`src/rtl/uio_bus_tx.sv`:
```
// ---------------------------------------------------------------------------
// uio_bus_tx
//
// Send side of a byte-parallel 4-phase req/ack link driven out of the
// bidirectional uio pins. Bytes are queued in a small FIFO. Each byte is then:
//   1. placed on bus_data with bus_oe = 8'hFF for one setup cycle,
//   2. announced by raising bus_req until the far end raises bus_ack,
//   3. held, with bus_req low, until bus_ack falls again.
// Any wait on bus_ack longer than TIMEOUT enabled cycles aborts the byte and
// sets the sticky err flag.
//
// Ports:
//   clk       in   system clock
//   rst_n     in   asynchronous active-low reset
//   ena       in   design enable; 0 freezes the FSM and blocks pushes
//   tx_data   in   [7:0] byte to queue
//   tx_valid  in   push request
//   tx_ready  out  FIFO not full
//   bus_data  out  [7:0] byte for uio_out
//   bus_oe    out  [7:0] uio_oe, 8'hFF while driving, else 8'h00
//   bus_req   out  request strobe to the far end
//   bus_ack   in   acknowledge from the far end (asynchronous)
//   err       out  sticky timeout flag
//   err_clr   in   clears err (a timeout in the same cycle wins)
//   level     out  [$clog2(DEPTH):0] FIFO occupancy
// ---------------------------------------------------------------------------
module uio_bus_tx #(
    parameter int DEPTH   = 4,
    parameter int TIMEOUT = 255
) (
    input  logic                   clk,
    input  logic                   rst_n,
    input  logic                   ena,
    input  logic [7:0]             tx_data,
    input  logic                   tx_valid,
    output logic                   tx_ready,
    output logic [7:0]             bus_data,
    output logic [7:0]             bus_oe,
    output logic                   bus_req,
    input  logic                   bus_ack,
    output logic                   err,
    input  logic                   err_clr,
    output logic [$clog2(DEPTH):0] level
);

    localparam int PW = $clog2(DEPTH);
    localparam int LW = PW + 1;
    localparam logic [LW-1:0] FULL_LEVEL = LW'(DEPTH);
    localparam logic [7:0]    LAST_WAIT  = 8'(TIMEOUT - 1);

    typedef enum logic [1:0] {
        S_IDLE,
        S_SETUP,
        S_REQ,
        S_RELEASE
    } state_e;

    state_e        state_q, state_d;
    logic [7:0]    mem_q [DEPTH];
    logic [PW-1:0] wr_ptr_q, rd_ptr_q;
    logic [LW-1:0] level_q;
    logic          ack_meta_q, ack_sync_q;
    logic [7:0]    data_q, data_d;
    logic [7:0]    cnt_q, cnt_d;
    logic          err_q;
    logic          push, pop, timeout;

    // tx_ready comes from the registered level, so a pop in the same cycle
    // never makes room for an extra push while full.
    assign tx_ready = (level_q != FULL_LEVEL);
    assign push     = tx_valid & tx_ready & ena;
    assign level    = level_q;
    assign bus_data = data_q;
    assign err      = err_q;

    // Two-flop synchronizer for the asynchronous acknowledge.
    always_ff @(posedge clk or negedge rst_n) begin
        if (!rst_n) begin
            ack_meta_q <= 1'b0;
            ack_sync_q <= 1'b0;
        end else begin
            ack_meta_q <= bus_ack;
            ack_sync_q <= ack_meta_q;
        end
    end

    // FIFO storage needs no reset: level and pointers decide what is valid.
    always_ff @(posedge clk) begin
        if (push) begin
            mem_q[wr_ptr_q] <= tx_data;
        end
    end

    // Pointers wrap naturally because DEPTH is a power of two.
    always_ff @(posedge clk or negedge rst_n) begin
        if (!rst_n) begin
            wr_ptr_q <= '0;
            rd_ptr_q <= '0;
            level_q  <= '0;
        end else begin
            if (push) begin
                wr_ptr_q <= wr_ptr_q + 1'b1;
            end
            if (pop) begin
                rd_ptr_q <= rd_ptr_q + 1'b1;
            end
            if (push && !pop) begin
                level_q <= level_q + 1'b1;
            end else if (pop && !push) begin
                level_q <= level_q - 1'b1;
            end
        end
    end

    // FSM and handshake registers. A timeout sets err even if err_clr is
    // asserted in the same cycle.
    always_ff @(posedge clk or negedge rst_n) begin
        if (!rst_n) begin
            state_q <= S_IDLE;
            data_q  <= 8'h00;
            cnt_q   <= 8'h00;
            err_q   <= 1'b0;
        end else begin
            state_q <= state_d;
            data_q  <= data_d;
            cnt_q   <= cnt_d;
            if (timeout) begin
                err_q <= 1'b1;
            end else if (err_clr) begin
                err_q <= 1'b0;
            end
        end
    end

    // Next state and outputs. Outputs decode the registered state only, so
    // an asynchronous reset drops oe and req immediately. IDLE refuses to
    // start while ack is still high, e.g. after a REQ timeout that the far
    // end answered late.
    always_comb begin
        state_d = state_q;
        data_d  = data_q;
        cnt_d   = cnt_q;
        pop     = 1'b0;
        timeout = 1'b0;
        bus_oe  = (state_q == S_IDLE) ? 8'h00 : 8'hFF;
        bus_req = (state_q == S_REQ);

        if (ena) begin
            case (state_q)
                S_IDLE: begin
                    if (level_q != '0 && !ack_sync_q) begin
                        pop     = 1'b1;
                        data_d  = mem_q[rd_ptr_q];
                        state_d = S_SETUP;
                    end
                end
                S_SETUP: begin
                    cnt_d   = 8'h00;
                    state_d = S_REQ;
                end
                S_REQ: begin
                    if (ack_sync_q) begin
                        cnt_d   = 8'h00;
                        state_d = S_RELEASE;
                    end else if (cnt_q == LAST_WAIT) begin
                        timeout = 1'b1;
                        state_d = S_IDLE;
                    end else begin
                        cnt_d = cnt_q + 8'd1;
                    end
                end
                S_RELEASE: begin
                    if (!ack_sync_q) begin
                        state_d = S_IDLE;
                    end else if (cnt_q == LAST_WAIT) begin
                        timeout = 1'b1;
                        state_d = S_IDLE;
                    end else begin
                        cnt_d = cnt_q + 8'd1;
                    end
                end
                default: begin
                    state_d = S_IDLE;
                end
            endcase
        end
    end

endmodule

```
`config.mk`:
```
export PLATFORM = sky130hd
export DESIGN_NAME = uio_bus_tx
export DESIGN_NICKNAME = d
export VERILOG_FILES = /design/src/rtl/uio_bus_tx.sv
export SDC_FILE = /design/constraint.sdc
export NUM_CORES = 1
export LEC_CHECK = 0
export BUFFER_PORTS_ARGS = -buffer_cell sky130_fd_sc_hd__buf_2
export CAP_MARGIN = 20
export CORE_MARGIN = 5
export CORE_UTILIZATION = 61
export CTS_CLUSTER_DIAMETER = 120
export CTS_CLUSTER_SIZE = 16
export DETAILED_ROUTE_END_ITERATION = 10
export PLACE_DENSITY = 0.82
export SKIP_LAST_GASP = 1
export SLEW_MARGIN = 20
export SYNTH_ARGS = -nofsm -noshare
export SYNTH_HDL_FRONTEND = slang
export SYNTH_SLANG_ARGS = --single-unit
```
`constraint.sdc`:
```
create_clock -name clk -period 5.2 [get_ports clk]
set_clock_uncertainty 0.1 [all_clocks]
set_input_delay 0.26 -clock clk [delete_from_list [all_inputs] [get_ports clk]]
set_output_delay 0.26 -clock clk [all_outputs]
set_load 0.05 [all_outputs]
```
==> run metrics, run 1 <==
most frequent cells in the layout=35 x buf_2, 32 x edfxtp_1, 28 x dfrtp_1; Setup TNS=0 ps; number of max-cap violations=0; Peak Freq=353 MHz; Post-route DRC=0; clk slew on worst S/H paths=60 ps; Clock Latency Late Sink=330 ps; Post-synth top flop=edfxtp_1; Yosys reg bits=60; max-slew violation count=0; Initial DRC Count=approximately 120; synth-to-layout area growth=14.1%; non-filler cells in the finished layout=274; Initial Util=0.624; chip height=76.5 um; final cycle utilization of the critical path=0.544; max_slew headroom=0.475; core area=4320 um2; sequential cell area fraction in the yosys report=0.616; Initial DRT Pass Iterations=4; Nets=239; Syn Inst Count=186; Avg WL per Cell=17.6 um; outcome=completed; number of I/O pins=36; Placement Setup Slack=~2400 ps; total track usage=0.183; Critical Path Sink Type=register; worst path required time=between 5000 and 6000 ps; Critical Path Start Type=register; largest net degree at the start of global routing=29; Fin Hold WS=approximately 34 ps; Arr. time, crit path=~3000 ps; Crit Path Class=register to register; synthesized cell area=2700 um2; placed insts=~260; Die X=76.5 um; Final min period=2830 ps; Vias/cell=approximately 6; Synth Area per Inst=14.5 um2; unrepaired setup endpoints after global routing=no; vias post-DR=1649; Clock Tree Buf Depth=2; Fin. Hold Viols=0; Placer Congestion=0.757; IO Port Bufs=35; post-synthesis net count=208; final WL=4.83 mm; Hold/Removal Path Class=primary input to register; Crit Path Max Fanout=11; endpoints failing setup=0; share of cells above drive strength 1=0.320; Root Driver=clkbuf_8; first-pass GRT wire length=8.40 mm; most common cell after layout, fill and taps aside=buf_2; fraction of registers with async set/reset=0.467; power per cell area=between 600 and 700 nW/um2; Post-synth EDFFs=32; Filler cells=310; post-cts resize count=0; Rows=24; CTS Buf Count=9; Sequential Area=1660 um2; post-route antenna net violation count=0; initial antenna violation count=0; Pleak=1.25 nW; vias in the first global route=between 1500 and 2000; CTS H-Tree Depth=3; Worst Setup Slack, final=2370 ps; area of the multi-input gates=just under 900 um2; Num Clock Sinks=60; TritonCTS clock tree=built; total gr overflow=0; distinct cell type count of the synthesized netlist=40; Slew @ Worst Pin=785 ps; Detailed Place HPWL=3.23 mm; worst vdd ir=approximately 0.55 mV; n_diodes=0; Die Area=5850 um2; synthesis warning total=0
## cells by family after synthesis
family          count (synthesis)  synth area share
fa+ha+maj                       8            0.0399
mux                            18             0.109
buf+inv                        29            0.0612
xor+xnor                        7            0.0227
flops                          60             0.616
compound gates                 29            0.0729
simple gates                   35            0.0784
## critical path: stages (launching register included)
cell     delay [ps]
dfrtp_1         470
or2_4           330
nor4b_4         680
inv_1           140
ha_1            250
inv_1            80
fa_1            400
mux2_2          270
## registers in the layout, indices dropped and copies added, names as in the netlist
signal and count:
ack_meta_q 1, ack_sync_q 1, bus_data 8, cnt_q 8
err 1, level 3, mem_q 32, rd_ptr_q 2
state_q 2, wr_ptr_q 2
## power breakdown
| part | internal, W | switching, W |
|---|---|---|
| registers | 0.000606 | 0.000113 |
| clock network | 0.000317 | 0.000181 |
| logic | 0.000237 | 0.000487 |
## layer usage
metal | GRT usage | part of all wire | up-vias | wire [um]
li1 | - | - | 738 | -
met2 | 0.283 | 0.48 | 68 | 2320
met5 | 0 | 0 | - | 0
met1 | 0.237 | 0.44 | 835 | 2100
met4 | 0.101 | 0.016 | 0 | 79
met3 | 0.0437 | 0.067 | 8 | 322
## synthesized netlist by cell type (all sizes together) (2+ instances only)
library cell | n | area share
mux2 | 10 | 0.042
and2 | 5 | 0.012
nand4 | 2 | 0.0046
nor3 | 2 | 0.0037
and3 | 4 | 0.0093
o21ai | 10 | 0.019
mux4 | 8 | 0.067
clkbuf | 4 | 0.0056
xor2 | 3 | 0.0097
buf | 13 | 0.039
ha | 7 | 0.032
a22o | 3 | 0.0097
inv | 12 | 0.017
edfxtp | 32 | 0.36
a21oi | 4 | 0.0074
nor2 | 6 | 0.0084
nand2 | 4 | 0.0056
nand3 | 6 | 0.011
dfrtp | 28 | 0.26
xnor2 | 4 | 0.013
o22ai | 2 | 0.0046
or2 | 2 | 0.0056
## area by class of cell
class	count	area share
flip-flops and latches	60	0.540
multi-input cells	97	0.283
inverters	12	0.0146
clock buffers	9	0.0403
repair buffers	37	0.0635
clock inverters	7	0.0374
well taps	52	0.0212
## final timing paths
check / from / to / slack (ps) / cells past startpoint
worst min register to register: ack_meta_q / ack_sync_q / 260 / 0
min in group asynchronous: rst_n / bus_data[2] / 390 / 2
worst max register to register: state_q[1] / level[1] / 2370 / 7
worst min-delay path: err_clr / err / 30 / 2
worst max-delay path: state_q[1] / level[1] / 2370 / 7
max in group asynchronous: rst_n / state_q[1] / 4180 / 2
## repair_timing
item / 4_1_cts / 5_1_grt
buffers inserted: 0 / 0
hold buffers: 2 / 0
hold endpoints to repair: 29 / 0
## through the flow
step                       util  instance area [um2]  total power [W]
after floorplan               -                 2700          0.00135
after global placement    0.651                 2820          0.00143
after detailed placement  0.651                 2820          0.00146
after CTS                 0.711                 3080          0.00195
after global routing      0.711                 3080          0.00204
final                     0.711                 3080          0.00194
No activity file was read; power rests on OpenSTA's default activity.
==> run 2: changes to the inputs <==
- CORE_UTILIZATION: 61 -> 57
- PLACE_DENSITY: 0.82 -> 0.77
- clock period: 5.2 -> 3 ns (I/O delays scaled with it)
==> run 2 against run 1 <==
Against the previous run:
- non-clock buffer count grew 10
- global-route usage shrank 1.8 points
- clock-buffer cell count rose by 3
- cell count grew 4.4%
- die area is 6.1% higher
- critical path type unchanged
- critical endpoint unchanged
==> run metrics, run 2 (synthesis gave the netlist of run 1 again) <==
outcome=completed; Nets=249 (+4.2%); chip height=78.8 um (+3.0%); worst path required time=3110 ps (-2200 ps); initial antenna violation count=0 (unchanged); R2R depth=7 (unchanged); Sequential Area=1660 um2 (unchanged); # Post-CTS Setup Buffers=0 (unchanged); CTS Buf Count=9 (unchanged); total power=0.00338 W (+74%); Placer Congestion=0.811 (+7.1%); Die Area=6210 um2 (+6.1%); Post-route DRC=0 (unchanged); WL met2=2.11 mm (-9.1%); power per cell area=1060 nW/um2 (+68%); Num Clock Sinks=60 (unchanged); synth-to-layout area growth=18.2%; max_slew headroom=0.567 (+0.0924); worst vdd ir=0.754 mV (+38%); met3 WL post-DR=211 um (-34%); Setup TNS=0 ps (unchanged); Arr. time, crit path=2370 ps (-570 ps); Met1 Routed Length=2.10 mm (-0.38%); Slew @ Worst Pin=649 ps (-135 ps); Initial DRT Pass Iterations=4 (unchanged); IO Port Bufs=35 (unchanged); area of the multi-input gates=870 um2 (unchanged); Filler cells=332 (+7.1%); final WL=4.47 mm (-7.5%); Peak Freq=443 MHz (+25%); Crit Path Class=register to register; Hold/Removal Path Class=primary input to register; vias in the first global route=1618 (-6.9%); Placement Setup Slack=741 ps (-1610 ps); CP startpoint=state_q[1]; Reg with most FFs=mem_q; vias post-DR=1598 (-3.1%); largest net degree at the start of global routing=29 (unchanged); Fin. Hold Viols=0 (unchanged); Vias/cell=5.59 (-7.2%); most frequent cells in the layout=35 x buf_2, 32 x edfxtp_1, 28 x dfrtp_1; Rows=25 (+4.2%); number of I/O pins=36 (unchanged); Detailed Place HPWL=2.95 mm (-8.5%); Worst Setup Slack, final=744 ps (-1630 ps); first-pass GRT wire length=7.73 mm (-8.0%); FF-to-FF setup slack=740 ps (-1630 ps); total track usage=0.165 (-0.0184); share of cells above drive strength 1=0.315 (-0.00516); total gr overflow=0 (unchanged); Setup crit end=level[1]; Critical Path Sink Type=register; most common cell after layout, fill and taps aside=buf_2; TritonCTS clock tree=built; Pleak=1.30 nW (+4.1%); Reg-to-Reg Start=state_q[1]; top sig layer=met4; n_diodes=0 (unchanged); clk slew on worst S/H paths=70 ps (about the same); final cycle utilization of the critical path=0.752 (+0.208); Clock Latency Late Sink=330 ps (about the same); FF-to-FF End=level[1]; number of max-cap violations=0 (unchanged); Die X=78.8 um (+3.0%); Root Driver=clkbuf_8; post-route antenna net violation count=0 (unchanged); max-slew violation count=0 (unchanged); Avg WL per Cell=15.6 um (-11%); Crit Path Max Fanout=10 (-1); CTS H-Tree Depth=3 (unchanged); Clock Tree Buf Depth=2 (unchanged); Initial DRC Count=93 (-21%); Initial Util=0.579 (-0.0450); Critical Path Start Type=register; unrepaired setup endpoints after global routing=no; max reg flops=32 (unchanged); core area=4660 um2 (+7.8%); endpoints failing setup=0 (unchanged); Final min period=2260 ps (-573 ps)
run 2: metal layers:
layer	global-route usage	vias to the layer above
li1	-	761
met1	0.231	788
met2	0.244	43
met3	0.0476	6
met4	0.0629	0
met5	0	-
run 2: critical path, stage by stage, from the launching register on:
cell     delay [ps]
dfrtp_1         460
or2_4           320
nor4b_4         230
inv_1            90
ha_1            210
inv_1            70
fa_1            400
mux2_2          270
run 2: stage by stage:
stage               cell area, um2   util  instances  hold slack [ps]
finish                        3190  0.684        286              119
CTS                           3190  0.684        286              108
global route                  3190  0.684        286              140
floorplan                     2700      -        186             -246
global placement              2830  0.606        259              113
detailed placement            2830  0.606        259              123
run 2: worst min-delay path by stage:
stage          start  slack, ps  cells after the start          end
2_1_floorplan  rst_n       -250                      0   ack_meta_q
3_3_place_gp   rst_n        110                      1  bus_data[0]
3_5_place_dp   rst_n        120                      1  bus_data[0]
4_1_cts          ena        110                      3   state_q[1]
5_1_grt          ena        140                      3   state_q[1]
6_report         ena        120                      3   state_q[1]
run 2: power breakdown:
group / internal, W / switching, W / total [W] / leakage, nW
sequential: 0.00105 / 0.000187 / 0.00124 / 0.639
clock: 0.000596 / 0.000293 / 0.000890 / 0.127
combinational: 0.000420 / 0.000829 / 0.00125 / 0.537
run 2: area by class of cell:
class	count	share of cell area
clock buffers	12	0.0487
well taps	54	0.0212
flip-flops and latches	60	0.521
multi-input cells	97	0.273
clock inverters	4	0.0298
inverters	12	0.0141
repair buffers	47	0.0919
run 2: what timing repair did:
action,in CTS,in global routing
hold endpoints to repair,62,0
hold buffers,11,0
resized for setup,0,0
setup endpoints to repair,0,0
